$ cat config.mk
export PLATFORM = sky130hd
export DESIGN_NAME = target_hdr_engine
export DESIGN_NICKNAME = d
export VERILOG_FILES = /design/src/rtl/target_pkg.sv /design/src/rtl/target_watchdog.sv /design/src/rtl/target_hdr_engine.sv
export SDC_FILE = /design/constraint.sdc
export NUM_CORES = 1
export LEC_CHECK = 0
export CAP_MARGIN = 10
export CORE_ASPECT_RATIO = 0.8
export CORE_MARGIN = 4
export CORE_UTILIZATION = 50
export DETAILED_ROUTE_END_ITERATION = 10
export DONT_BUFFER_PORTS = 1
export GPL_ROUTABILITY_DRIVEN = 0
export PLACE_DENSITY_LB_ADDON = 0.2
export SLEW_MARGIN = 10
export SYNTH_ARGS = -nofsm -noshare
export SYNTH_HDL_FRONTEND = slang
export SYNTH_SLANG_ARGS = --single-unit
export TNS_END_PERCENT = 10
$ cat constraint.sdc
create_clock -name i_sys_clk -period 2.5 [get_ports i_sys_clk]
set_input_delay 0.625 -clock i_sys_clk [delete_from_list [all_inputs] [get_ports i_sys_clk]]
set_output_delay 0.625 -clock i_sys_clk [all_outputs]
set_load 0.02 [all_outputs]
$ cat src/rtl/target_pkg.sv
// Shared encodings for the I3C target HDR-DDR control engine.
package target_pkg;

  // Engine states
  typedef logic [2:0] state_t;
  localparam state_t S_SDR   = 3'd0;
  localparam state_t S_PRE   = 3'd1;
  localparam state_t S_NT    = 3'd2;
  localparam state_t S_CCC   = 3'd3;
  localparam state_t S_ABORT = 3'd4;

  // Decoded word types from the receiver
  localparam logic [1:0] DEC_CMD  = 2'd0;
  localparam logic [1:0] DEC_DATA = 2'd1;
  localparam logic [1:0] DEC_CRC  = 2'd2;
  localparam logic [1:0] DEC_ERR  = 2'd3;

  // Receiver mode codes; cast to MODE_W at the point of use
  localparam int unsigned MODE_IDLE     = 0;
  localparam int unsigned MODE_PREAMBLE = 1;
  localparam int unsigned MODE_DATA     = 3;
  localparam int unsigned MODE_ABORT    = 5;

endpackage

$ cat src/rtl/target_watchdog.sv
// Bus-inactivity watchdog: counts cycles while running, expires at TIMEOUT_CYC-1.
module target_watchdog #(
  parameter int unsigned TIMEOUT_CYC = 1024
) (
  input  logic i_clk,
  input  logic i_rst,
  input  logic i_run,
  input  logic i_clr,
  output logic o_expire
);

  localparam int unsigned CW = $clog2(TIMEOUT_CYC);
  localparam logic [CW-1:0] LAST = CW'(TIMEOUT_CYC - 1);

  logic [CW-1:0] cnt_q, cnt_d;

  // Expiry depends only on the registered count so the engine's next-state
  // logic can feed the clear input without forming a loop.
  assign o_expire = i_run && (cnt_q == LAST);

  // Count while running, saturating at the expiry value
  always_comb begin
    cnt_d = cnt_q;
    if (!i_run || i_clr) begin
      cnt_d = '0;
    end else if (cnt_q != LAST) begin
      cnt_d = cnt_q + CW'(1);
    end
  end

  // Counter register
  always_ff @(posedge i_clk) begin
    if (i_rst) cnt_q <= '0;
    else       cnt_q <= cnt_d;
  end

endmodule

$ cat src/rtl/target_hdr_engine.sv
// I3C target HDR-DDR control engine: ENTHDR, preamble/command dispatch to NT/CCC,
// word limit, inactivity watchdog, abort with error counting, RESTART/EXIT recovery.
module target_hdr_engine
  import target_pkg::*;
#(
  parameter int unsigned MAX_WORDS   = 16,
  parameter int unsigned TIMEOUT_CYC = 1024,
  parameter int unsigned MODE_W      = 4,
  parameter int unsigned ERR_W       = 8,
  parameter int unsigned CNT_W       = $clog2(MAX_WORDS + 1)
) (
  input  logic              i_sys_clk,
  input  logic              i_sys_rst,
  input  logic              i_rstdet_RESTART,
  input  logic              i_exitdet_EXIT,
  input  logic              i_ENTHDR_done,
  input  logic              i_rx_CCC_done,
  input  logic              i_rx_NT_done,
  input  logic [1:0]        i_rx_dec,
  input  logic              i_rx_dec_done,
  input  logic              i_cmd_is_ccc,
  output logic              o_ENTHDR_en,
  output logic              o_NT_en,
  output logic              o_CCC_en,
  output logic              o_rx_en,
  output logic [MODE_W-1:0] o_rx_mode,
  output logic [CNT_W-1:0]  o_word_cnt,
  output logic [ERR_W-1:0]  o_err_cnt,
  output logic              o_timeout,
  output logic              o_busy
);

  state_t             state_q, state_d;
  logic [CNT_W-1:0]   word_cnt_q, word_cnt_d, word_inc;
  logic [ERR_W-1:0]   err_cnt_q, err_cnt_d;
  logic               in_hdr, is_data, wd_run, wd_clr, wd_expire, enter_abort;
  logic               ent_en_q, ent_en_d, nt_en_q, nt_en_d, ccc_en_q, ccc_en_d;
  logic               rx_en_q, rx_en_d, busy_q, busy_d, timeout_q, timeout_d;
  logic [MODE_W-1:0]  mode_q, mode_d;

  assign in_hdr  = (state_q != S_SDR);
  assign is_data = i_rx_dec_done && (i_rx_dec == DEC_DATA);
  assign wd_run  = (state_q == S_PRE) || (state_q == S_NT) || (state_q == S_CCC);
  assign wd_clr  = i_rx_dec_done || i_rstdet_RESTART || (state_d != state_q);

  target_watchdog #(
    .TIMEOUT_CYC (TIMEOUT_CYC)
  ) u_watchdog (
    .i_clk    (i_sys_clk),
    .i_rst    (i_sys_rst),
    .i_run    (wd_run),
    .i_clr    (wd_clr),
    .o_expire (wd_expire)
  );

  // Next state and word counter, in priority order EXIT > RESTART > watchdog > ERR > events
  always_comb begin
    state_d    = state_q;
    word_cnt_d = word_cnt_q;
    word_inc   = word_cnt_q + CNT_W'(1);
    if (in_hdr && i_exitdet_EXIT) begin
      state_d = S_SDR;
    end else if (in_hdr && i_rstdet_RESTART) begin
      state_d    = S_PRE;
      word_cnt_d = '0;
    end else if (wd_expire) begin
      state_d = S_ABORT;
    end else if (in_hdr && i_rx_dec_done && (i_rx_dec == DEC_ERR)) begin
      state_d = S_ABORT;
    end else begin
      case (state_q)
        S_SDR: if (i_ENTHDR_done) state_d = S_PRE;
        S_PRE: begin
          if (i_rx_dec_done) begin
            if (i_rx_dec == DEC_CMD) begin
              state_d    = i_cmd_is_ccc ? S_CCC : S_NT;
              word_cnt_d = '0;
            end else begin
              state_d = S_ABORT;
            end
          end
        end
        S_NT, S_CCC: begin
          if (is_data) word_cnt_d = word_inc;
          if (is_data && (word_inc == CNT_W'(MAX_WORDS))) begin
            state_d = S_ABORT;
          end else if ((state_q == S_NT) ? i_rx_NT_done : i_rx_CCC_done) begin
            state_d = S_PRE;
          end
        end
        S_ABORT: state_d = S_ABORT;
        default: state_d = S_SDR;
      endcase
    end
  end

  // Error count and timeout flag on every entry into abort
  always_comb begin
    enter_abort = (state_d == S_ABORT) && (state_q != S_ABORT);
    err_cnt_d   = err_cnt_q;
    if (enter_abort && (err_cnt_q != '1)) err_cnt_d = err_cnt_q + ERR_W'(1);
    timeout_d = wd_expire && enter_abort;
  end

  // Moore outputs decoded from the current state, registered one cycle later
  always_comb begin
    ent_en_d = 1'b0;
    nt_en_d  = 1'b0;
    ccc_en_d = 1'b0;
    rx_en_d  = 1'b0;
    busy_d   = in_hdr;
    mode_d   = MODE_W'(MODE_IDLE);
    case (state_q)
      S_SDR:   ent_en_d = 1'b1;
      S_PRE:   begin rx_en_d = 1'b1; mode_d = MODE_W'(MODE_PREAMBLE); end
      S_NT:    begin nt_en_d = 1'b1; rx_en_d = 1'b1; mode_d = MODE_W'(MODE_DATA); end
      S_CCC:   begin ccc_en_d = 1'b1; rx_en_d = 1'b1; mode_d = MODE_W'(MODE_DATA); end
      S_ABORT: mode_d = MODE_W'(MODE_ABORT);
      default: mode_d = MODE_W'(MODE_IDLE);
    endcase
  end

  // State, counters and output registers
  always_ff @(posedge i_sys_clk) begin
    if (i_sys_rst) begin
      state_q    <= S_SDR;
      word_cnt_q <= '0;
      err_cnt_q  <= '0;
      ent_en_q   <= 1'b0;
      nt_en_q    <= 1'b0;
      ccc_en_q   <= 1'b0;
      rx_en_q    <= 1'b0;
      busy_q     <= 1'b0;
      timeout_q  <= 1'b0;
      mode_q     <= MODE_W'(MODE_IDLE);
    end else begin
      state_q    <= state_d;
      word_cnt_q <= word_cnt_d;
      err_cnt_q  <= err_cnt_d;
      ent_en_q   <= ent_en_d;
      nt_en_q    <= nt_en_d;
      ccc_en_q   <= ccc_en_d;
      rx_en_q    <= rx_en_d;
      busy_q     <= busy_d;
      timeout_q  <= timeout_d;
      mode_q     <= mode_d;
    end
  end

  assign o_ENTHDR_en = ent_en_q;
  assign o_NT_en     = nt_en_q;
  assign o_CCC_en    = ccc_en_q;
  assign o_rx_en     = rx_en_q;
  assign o_rx_mode   = mode_q;
  assign o_word_cnt  = word_cnt_q;
  assign o_err_cnt   = err_cnt_q;
  assign o_timeout   = timeout_q;
  assign o_busy      = busy_q;

endmodule

**Word-level counts from Yosys, hierarchy flattened**

Index checks and enable logic that the tools add are counted.
W data, S select, Z words.

- Register bits after elaboration: 36
- Input bits: 11
- Output and inout bits: 23
- Word-level logic and storage cells: 81

- Add/subtract/negate cells: 3
- Eq/ne operators: 18
- Mux-type cells: 24
- Bitwise gates (word level): 1
- Reduce and logical (&&, ||, !) cells: 24

Operators with widths:

| operator | count |
|---|---|
| $mux W5 | 6 |
| $mux W3 | 9 |
| $pmux W3 S4 | 1 |
| $add A10 B1 Y10 const B | 1 |
| $eq A10 B10 Y1 const B | 1 |
| $logic_and A1 B1 Y1 | 10 |
| $ne A10 B10 Y1 const B | 1 |
| $pmux W5 S2 | 1 |
| $pmux W3 S3 | 1 |
| $add A8 B1 Y8 const B | 1 |
| $ne A8 B8 Y1 const B | 1 |
| $reduce_and A7 Y1 | 1 |
| $eq A3 B2 Y1 const B | 2 |
| $eq A3 B3 Y1 const B | 2 |
| $mux W1 | 6 |
| $ne A3 B1 Y1 const B | 2 |
| $reduce_bool A3 Y1 | 2 |
| $add A5 B1 Y5 const B | 1 |
| $eq A5 B5 Y1 const B | 1 |
| $logic_or A1 B1 Y1 | 5 |
| $reduce_or A2 Y1 | 2 |
| $eq A3 B1 Y1 const B | 1 |
| $logic_not A3 Y1 | 1 |
| $ne A3 B2 Y1 const B | 1 |
| 10 further kinds | 10 |

**Depth between registers and ports, before layout**

Gate-level depths: netlist (run 1).

- Depth in word-level cells: 13
- Mapped depth: 9
- Gate-level depth less buffers: 7

**Modules after synthesis**

A second synthesis (run 1) with hierarchy kept.

- Cell total of the unflattened synthesis: 228
- Area total of the unflattened synthesis: 1,895.6 µm²

Modules (own cells, without submodules):

| module | instances | cells an instance | area each (µm²) | sequential area each (µm²) |
|---|---|---|---|---|
| target_hdr_engine | 1 | 169 | 1,363.8 | 500.5 |
| target_watchdog | 1 | 59 | 531.8 | 200.2 |

**Least setup slack after synthesis (run 1)**

No wires, ideal clock.

- Kind: flip-flop to flip-flop
- Start point: reg word_cnt_q[0] (netlist: o_word_cnt[0])
- End point: reg err_cnt_q[2] (netlist: o_err_cnt[2])
- Library setup time: 121 ps
- Arrival: 2,194 ps
- Data required time: 2,379 ps
- Setup slack: 185 ps
- Cell stages (with the launch flop): 9
- Path buffers: 1
- Clock period less this slack: 2,315 ps
- Cells stage by stage: dfxtp_1 -> ha_1 -> nand4b_1 -> or4_4 -> o21ai_4 -> a21oi_2 -> clkbuf_8 -> nor3b_1 -> mux2_2

- Cells in the longest elaborated chain, start to end: 12

Ends and longest elaborated chain:

| item | line | source |
|---|---|---|
| from (decl) | target_hdr_engine.sv:34 | `logic [CNT_W-1:0] word_cnt_q, word_cnt_d, word_inc;` |
| from (signal assigned) | target_hdr_engine.sv:138 | `word_cnt_q <= word_cnt_d;` |
| $add A5 B1 Y5 | target_hdr_engine.sv:60 | `word_inc = word_cnt_q + CNT_W'(1);` |
| $eq A5 B5 Y1 | target_hdr_engine.sv:85 | `if (is_data && (word_inc == CNT_W'(MAX_WORDS))) begin` |
| $logic_and A1 B1 Y1 | target_hdr_engine.sv:85 |  |
| $mux W3 | target_hdr_engine.sv:85 |  |
| $pmux W3 S4 | target_hdr_engine.sv:71 | `case (state_q)` |
| $mux W3 | target_hdr_engine.sv:68 | `end else if (in_hdr && i_rx_dec_done && (i_rx_dec == DEC_ERR)) begin` |
| $mux W3 | target_hdr_engine.sv:66 | `end else if (wd_expire) begin` |
| $mux W3 | target_hdr_engine.sv:63 | `end else if (in_hdr && i_rstdet_RESTART) begin` |
| $mux W3 | target_hdr_engine.sv:61 | `if (in_hdr && i_exitdet_EXIT) begin` |
| $eq A3 B3 Y1 | target_hdr_engine.sv:99 | `enter_abort = (state_d == S_ABORT) && (state_q != S_ABORT);` |
| $logic_and A1 B1 Y1 | target_hdr_engine.sv:99 |  |
| $logic_and A1 B1 Y1 | target_hdr_engine.sv:101 | `if (enter_abort && (err_cnt_q != '1)) err_cnt_d = err_cnt_q + ERR_W'(1);` |
| to (signal assigned) | target_hdr_engine.sv:139 | `err_cnt_q <= err_cnt_d;` |
| to (decl) | target_hdr_engine.sv:35 | `logic [ERR_W-1:0] err_cnt_q, err_cnt_d;` |

No other way between the ends.
A chain may end at the register's enable or synchronous reset.

**Final worst setup path (run 1)**

- Start point: reg u_watchdog.cnt_q[0]
- End point: reg u_watchdog.cnt_q[4]

- Cells in the longest elaborated chain, start to end: 9
- Elaborated cells on any way between the ends: 11
- Those cells by class: 1 x add/sub; 3 x eq/ne; 3 x mux; 4 x reduce/logical

Ends and longest elaborated chain:

| item | line | source |
|---|---|---|
| from (decl) | target_watchdog.sv:15 | `logic [CW-1:0] cnt_q, cnt_d;` |
| from (signal assigned) | target_watchdog.sv:34 | `else cnt_q <= cnt_d;` |
| $eq A10 B10 Y1 | target_watchdog.sv:19 | `assign o_expire = i_run && (cnt_q == LAST);` |
| $logic_and A1 B1 Y1 | target_watchdog.sv:19 |  |
| $mux W3 | target_hdr_engine.sv:66 |  |
| $mux W3 | target_hdr_engine.sv:63 |  |
| $mux W3 | target_hdr_engine.sv:61 |  |
| $ne A3 B3 Y1 | target_hdr_engine.sv:44 | `assign wd_clr = i_rx_dec_done \|\| i_rstdet_RESTART \|\| (state_d != state_q);` |
| $logic_or A1 B1 Y1 | target_hdr_engine.sv:44 |  |
| $logic_or A1 B1 Y1 | target_watchdog.sv:24 | `if (!i_run \|\| i_clr) begin` |
| $reduce_or A2 Y1 (no line) | -- |  |

Several ways; a longest one is shown, not always the timed one.

==> impl_metrics.py, run 1 <==
metrics = {
    "run_status": {
        "status": "finished clean",
    },
    "yosys": {
        "largest_cells_by_area_after_synthesis": "dfxtp_1, nor2_1, a21oi_1, nand2_1, mux2_2",
        "synth.cell_area_um2": 1880,
        "yosysTopAreaCell": "dfxtp_1",
        "ys_ff_latch": 35,
        "synth_area_per_cell_um2": 8.43,
        "seq_area_frac_synth_pct": 37.3,
        "synthMuxAreaShare_pct": 5.72,
        "unique_cell_type_count_in_the_yosys_netlist": 49,
        "synth_compound_gate_area_share_pct": 14.3,
        "arithmetic_cell_share_of_the_synthesized_area_counting_full_adders_half_adders_and_majority_gates_pct": 2.66,
        "synth_xor_xnor_area_share_pct": 1.40,
        "synth_simple_gate_area_share_pct": 32.5,
        "synth_top_family_by_area": "simple AND/OR/NAND/NOR gates",
        "synth_largest_type_area_fraction_pct": 37.3,
        "synth_top_flop_cell": "dfxtp_1",
        "synth_fp_nets": 238,
        "async_flop_share_pct": 0,
        "ys.warnings.count": 0,
        "syn_inst": 223,
        "edff_count_synth": 0,
    },
    "detailed_routing": {
        "route.detailed.vias_per_inst": 5.91,
        "dr.pass1.iters": 4,
        "drt_wl_total_mm": 4.04,
        "dr_total_vias": 1597,
        "detail_route.wl_per_cell_um": 15.0,
        "route.antenna.remaining_nets": 0,
        "dr.first_iter.drc_count": 199,
        "route.detailed.drc": 0,
    },
    "clock_tree": {
        "post_cts.repair.setup_buffers": 0,
        "clock_tree.htree_level_count": 2,
        "cts-resized-gates": 0,
        "cts-root-to-sink-buffers": 2,
        "clkSlewWorstSetupHoldPaths_ns": 0.07,
        "cts_tree": "yes",
        "cts.sinks": 35,
        "cts_inserted_buffers": 5,
        "insertion_delay_of_the_later_clocked_pin_in_the_worst_skew_pair_ns": 0.29,
        "hold_buffers": 0,
        "cts.root.buffer_cell": "clkbuf_8",
    },
    "worst_setup_path": {
        "reg2reg_slack_ns": 0.16,
        "worstPathCellList": "ha_1 > and4_1 > nand3_1 > o211ai_1 > a21oi_2 > o211ai_2 > a211oi_1",
        "critical_path.startpoint_type": "flip-flop",
        "critical_path_origin": "u_watchdog.cnt_q[0]",
        "worstReg2RegEnd": "u_watchdog.cnt_q[4]",
        "critical_register_to_register_path_startpoint": "u_watchdog.cnt_q[0]",
        "required_ns": 2.71,
        "cp.buffers_inverters": 0,
        "endpoint_arrival_time_on_the_critical_path_ns": 2.54,
        "critPathCaptureType": "flip-flop",
        "timing.critical_path.slowest_stage_cell": "a21oi_2",
        "timing.reg2reg.worst_path_depth": 7,
        "timing.setup.critical_path_class": "flip-flop to flip-flop",
        "worst-path-max-fanout": 11,
        "cp_top_family": "compound AO/OA/AOI/OAI gates",
        "cpPeakStageDelay_ns": 0.42,
    },
    "sta": {
        "worst_hold_margin_ns": 0.395,
        "fin_tns_setup_ns": 0,
        "timing_max_transition_violations_final": 0,
        "report.final.setup_viol": 0,
        "rsz0062_at_grt": "no",
        "finalClockSkew_ns": 0.00307,
        "max_clock_freq_ghz": 0.428,
        "timing_hold_violations_final": 0,
        "relSlewSlack_pct": 61.5,
        "post-route-period-util_pct": 93.4,
        "finalCriticalPeriod_ns": 2.34,
        "max_slew.worst_pin.slew_ns": 0.563,
    },
    "flow_run": {
        "max_cap_violations": 0,
    },
    "power_and_ir_drop": {
        "irDropWorstVdd_uv": 463,
        "leakage_nw": 0.727,
        "p_per_area_nw_per_um2": 635,
    },
    "floorplanning": {
        "fp-row-count": 19,
        "die_width_um": 76.6,
        "placeableCoreArea_um2": 3520,
        "die-area_um2": 4810,
        "io_pins": 34,
        "initial_standard_cell_utilization_of_the_core_pct": 53.4,
        "chipHeight_um": 62.9,
    },
    "grt": {
        "globalRoute.totalOverflow": 0,
        "antenna_found_initial": 0,
        "grt_max_degree": 31,
        "grt_pass1_vias": 1507,
        "wire_length_of_the_first_global_routing_pass_mm": 6.87,
        "grt_use_total_pct": 17.7,
    },
    "worst_hold_path": {
        "hold_end": "o_ENTHDR_en",
        "hold_path.startpoint": "i_sys_rst",
        "hold-path-cell-count": 1,
        "hold_path_class": "primary input to flip-flop",
    },
    "final_layout": {
        "ant_diodes": 0,
        "fillerInstances": 331,
        "finalNetCount": 242,
        "post_route_cells_drive_above_1_share_pct": 14.0,
        "signed_area_change_from_the_synthesized_netlist_to_the_final_layout_pct": 6.52,
    },
    "placed_design": {
        "port_buffers": 0,
        "detailed_place_hpwl_mm": 2.95,
    },
}
[cell type report]
type | count | area [um2] | share of cell area, %
multi-input cells | 175 | 1070 | 53.3
repair buffers | 7 | 52.6 | 2.62
clock buffers | 6 | 82.6 | 4.12
inverters | 3 | 11.3 | 0.562
well taps | 42 | 52.6 | 2.62
flip-flops and latches | 35 | 701 | 35.0
clock inverters | 2 | 35.0 | 1.75
[synthesized netlist by cell type, types with 3 or more instances]
library cell  count
a21oi_1          15
and2_1            4
and3_1            4
clkbuf_8          4
dfxtp_1          35
ha_1              4
inv_1             3
mux2_2            6
mux2i_1           4
nand2_1          18
nand2b_1          5
nand3_1          13
nand4_1           4
nor2_1           30
nor2b_1           6
nor3_1            9
nor4_1            4
o21ai_0          10
or4_1             3
xnor2_1           3
[cell families (layout without fill, tap and decap cells)]
kind of cell               after synthesis  after routing
AOI/OAI and AO/OA                       41             41
other                                    1              1
muxes                                   10             10
adders and majority gates                4              4
buffers and inverters                   13             18
and+or+nand+nor                        116            116
DFF                                     35             35
xor gates and xnor gates                 3              3
[flip-flops by register name, summed over array words and instances, names as in the netlist]
signal and count:
o_rx_mode 3, state_q 3, o_CCC_en 1, u_watchdog.cnt_q 10, o_err_cnt 8, o_rx_en 1, o_busy 1, o_word_cnt 5
o_NT_en 1, o_ENTHDR_en 1, o_timeout 1
[metal layers]
layer / share of wire [%] / GRT usage, % / routed length (um) / up-vias
li1: - / - / - / 809
met1: 49 / 22.7 / 1970 / 728
met2: 42 / 25.9 / 1720 / 49
met3: 6.7 / 6.77 / 272 / 11
met4: 1.9 / 8.82 / 78 / 0
met5: 0 / 0 / 0 / -
[power breakdown]
group	internal, mW	switching (mW)
combinational	0.0515	0.0885
clock	0.322	0.203
sequential	0.576	0.0314
total	0.950	0.322
[worst max-delay path by stage]
stage	to	cells after the start
2_1_floorplan	o_err_cnt[2]	8
3_3_place_gp	o_err_cnt[7]	6
3_5_place_dp	o_err_cnt[7]	6
4_1_cts	u_watchdog.cnt_q[4]	7
5_1_grt	u_watchdog.cnt_q[4]	7
6_report	u_watchdog.cnt_q[4]	7
[worst reg2reg max path, cell delays in order, from the launching register on]
cell and delay (ns):
dfxtp_1 0.33, ha_1 0.25, and4_1 0.27, nand3_1 0.25
o211ai_1 0.16, a21oi_2 0.42, o211ai_2 0.29, a211oi_1 0.28
[placed cells by master, fill, tap and decap left out, types with 7 or more instances in the layout]
cell | netlist | layout
buf_4 | 2 | 7
o21ai_0 | 10 | 10
dfxtp_1 | 35 | 35
a21oi_1 | 15 | 15
nand2_1 | 18 | 18
nor2_1 | 30 | 30
nor3_1 | 9 | 9
nand3_1 | 13 | 13
[through the flow]
step | cells | util, % | total power, mW | setup WS [ns] | area [um2]
2_1_floorplan | 223 | - | 0.742 | 0.185 | 1880
3_3_place_gp | 262 | 53.6 | 0.755 | 0.184 | 1890
3_5_place_dp | 262 | 53.6 | 0.757 | 0.122 | 1890
4_1_cts | 270 | 56.9 | 1.29 | 0.176 | 2000
5_1_grt | 270 | 56.9 | 1.34 | 0.00627 | 2000
6_report | 270 | 56.9 | 1.27 | 0.165 | 2000
Power figures use the tool's default switching activity.
==> run 2: changes to the inputs <==
--- a/config.mk
+++ b/config.mk
@@ -6,9 +6,9 @@
 export NUM_CORES = 1
 export LEC_CHECK = 0
 export CAP_MARGIN = 10
-export CORE_ASPECT_RATIO = 0.8
+export CORE_ASPECT_RATIO = 2
 export CORE_MARGIN = 4
-export CORE_UTILIZATION = 50
+export CORE_UTILIZATION = 35
 export DETAILED_ROUTE_END_ITERATION = 10
 export DONT_BUFFER_PORTS = 1
 export GPL_ROUTABILITY_DRIVEN = 0
==> constraint.sdc (replaced) <==
create_clock -name i_sys_clk -period 2.5 [get_ports i_sys_clk]
set_input_delay 0.375 -clock i_sys_clk [delete_from_list [all_inputs] [get_ports i_sys_clk]]
set_output_delay 0.375 -clock i_sys_clk [all_outputs]
set_load 0.02 [all_outputs]
==> run 2 against run 1 <==
Critical path depth is the same. Clock skew rose by 0.0047 ns. Register-to-register slack better by 0.07 ns. Cell count is 6.7% higher. Die area increased by 39%.
==> impl_metrics.py, run 2 (same netlist as run 1, synthesis figures left out) <==
metrics = {
    "clock_tree": {
        "cts-resized-gates": 0,
        "cts_tree": "yes",
        "insertion_delay_of_the_later_clocked_pin_in_the_worst_skew_pair_ns": 0.29,
        "clock_tree.htree_level_count": 2,
        "post_cts.repair.setup_buffers": 0,
        "cts-root-to-sink-buffers": 2,
        "hold_buffers": 0,
        "cts.sinks": 35,
        "cts.root.buffer_cell": "clkbuf_8",
        "clkSlewWorstSetupHoldPaths_ns": 0.07,
        "cts_inserted_buffers": 5,
    },
    "floorplanning": {
        "fp-row-count": 37,
        "initial_standard_cell_utilization_of_the_core_pct": 36.3,
        "placeableCoreArea_um2": 5180,
        "io_pins": 34,
        "chipHeight_um": 112,
        "die-area_um2": 6680,
        "die_width_um": 59.8,
    },
    "worst_setup_path": {
        "worstPathCellList": "ha_1 > nand4b_1 > or4_4 > o21ai_4 > a21oi_2 > nor3_1 > mux2_2",
        "timing.setup.critical_path_class": "flip-flop to flip-flop",
        "required_ns": 2.67,
        "endpoint_arrival_time_on_the_critical_path_ns": 2.43,
        "cpPeakStageDelay_ns": 0.54,
        "critical_path.startpoint_type": "flip-flop",
        "critPathCaptureType": "flip-flop",
        "cp.buffers_inverters": 0,
        "worst-path-max-fanout": 11,
        "cp_top_family": "simple AND/OR/NAND/NOR gates",
        "timing.critical_path.slowest_stage_cell": "or4_4",
    },
    "final_layout": {
        "top_register": "u_watchdog.cnt_q",
        "ant_diodes": 0,
        "final_cells": 288,
        "layout.cells.most_common_list": "dfxtp_1, nor2_1, nand2_1",
        "most_common_cell_after_layout_fill_and_taps_aside": "dfxtp_1",
        "signed_area_change_from_the_synthesized_netlist_to_the_final_layout_pct": 6.65,
        "finalNetCount": 244,
        "largest_register_ffs": 10,
        "post_route_cells_drive_above_1_share_pct": 14.3,
    },
    "sta": {
        "finalClockSkew_ns": 0.00776,
        "rsz0062_at_grt": "no",
        "max_clock_freq_ghz": 0.442,
        "fin_tns_setup_ns": 0,
        "report.final.setup_viol": 0,
        "post-route-period-util_pct": 90.4,
        "finalCriticalPeriod_ns": 2.26,
        "timing_hold_violations_final": 0,
        "timing_max_transition_violations_final": 0,
    },
    "detailed_routing": {
        "drt_wl_total_mm": 4.59,
        "dr_total_vias": 1612,
        "route.detailed.vias_per_inst": 5.60,
        "route.detailed.drc": 0,
        "dr.first_iter.drc_count": 29,
        "detail_route.wl_per_cell_um": 15.9,
        "route.antenna.remaining_nets": 0,
        "dr.pass1.iters": 4,
    },
    "placed_design": {
        "detailed_place_hpwl_mm": 3.55,
        "placed_cells": 280,
        "port_buffers": 0,
    },
    "power_and_ir_drop": {
        "irDropWorstVdd_uv": 400,
        "leakage_nw": 0.717,
        "p_per_area_nw_per_um2": 575,
    },
    "run_status": {
        "status": "finished clean",
    },
    "grt": {
        "grt_max_degree": 31,
        "globalRoute.totalOverflow": 0,
        "antenna_found_initial": 0,
        "wire_length_of_the_first_global_routing_pass_mm": 7.56,
        "grt_use_total_pct": 14.6,
        "grt_pass1_vias": 1640,
    },
    "worst_hold_path": {
        "hold_path_class": "primary input to flip-flop",
    },
    "flow_run": {
        "max_cap_violations": 0,
    },
}
[run 2: final cells by class]
cell class	count	area, um2
inverter	3	11.3
sequential	35	701
tap	58	72.6
clock buffer	6	72.6
multi-input combinational	175	1070
fill	562	3180
timing repair buffer	9	67.6
clock inverter	2	12.5
[run 2: worst register-to-register path: cells and delay by family (launching register included)]
kind / cells / cell delay, ns
compound gates: 2 / 0.27
fa+ha+maj: 1 / 0.17
flops: 1 / 0.38
simple gates: 3 / 0.97
mux: 1 / 0.36
[run 2: power breakdown]
part	leakage [nW]	total, mW	internal (mW)	switching, mW
Clock	0.0412	0.402	0.195	0.207
Sequential	0.283	0.612	0.576	0.0363
Combinational	0.393	0.140	0.0557	0.0840
Total	0.717	1.15	0.826	0.327
[run 2: path summary, 6_finish.rpt]
| path | start | end | slack (ns) | depth (start not counted) |
|---|---|---|---|---|
| worst max-delay path | o_word_cnt[0] | o_err_cnt[4] | 0.24 | 7 |
| worst min-delay path | i_sys_rst | o_NT_en | 0.16 | 1 |
| worst max register to register | o_word_cnt[0] | o_err_cnt[4] | 0.24 | 7 |
| worst min register to register | u_watchdog.cnt_q[1] | u_watchdog.cnt_q[1] | 0.48 | 2 |
[run 2: per-stage QoR]
step	utilization (%)	hold WS (ns)	cell area, um2	setup WS (ns)	total power, mW
2_1_floorplan	-	0.444	1880	0.185	0.742
3_3_place_gp	37.0	0.450	1920	0.253	0.766
3_5_place_dp	37.0	0.454	1920	0.214	0.767
4_1_cts	38.7	0.145	2010	0.202	1.18
5_1_grt	38.7	0.133	2010	0.0562	1.22
6_report	38.7	0.157	2010	0.239	1.15
[run 2: routing by layer]
layer	GRT usage (%)	share of wire [%]	up-vias
met5	0	0	-
met4	6.07	2.3	0
met3	4.87	6.1	9
met2	26.1	56	36
met1	14.7	36	754
li1	-	-	813
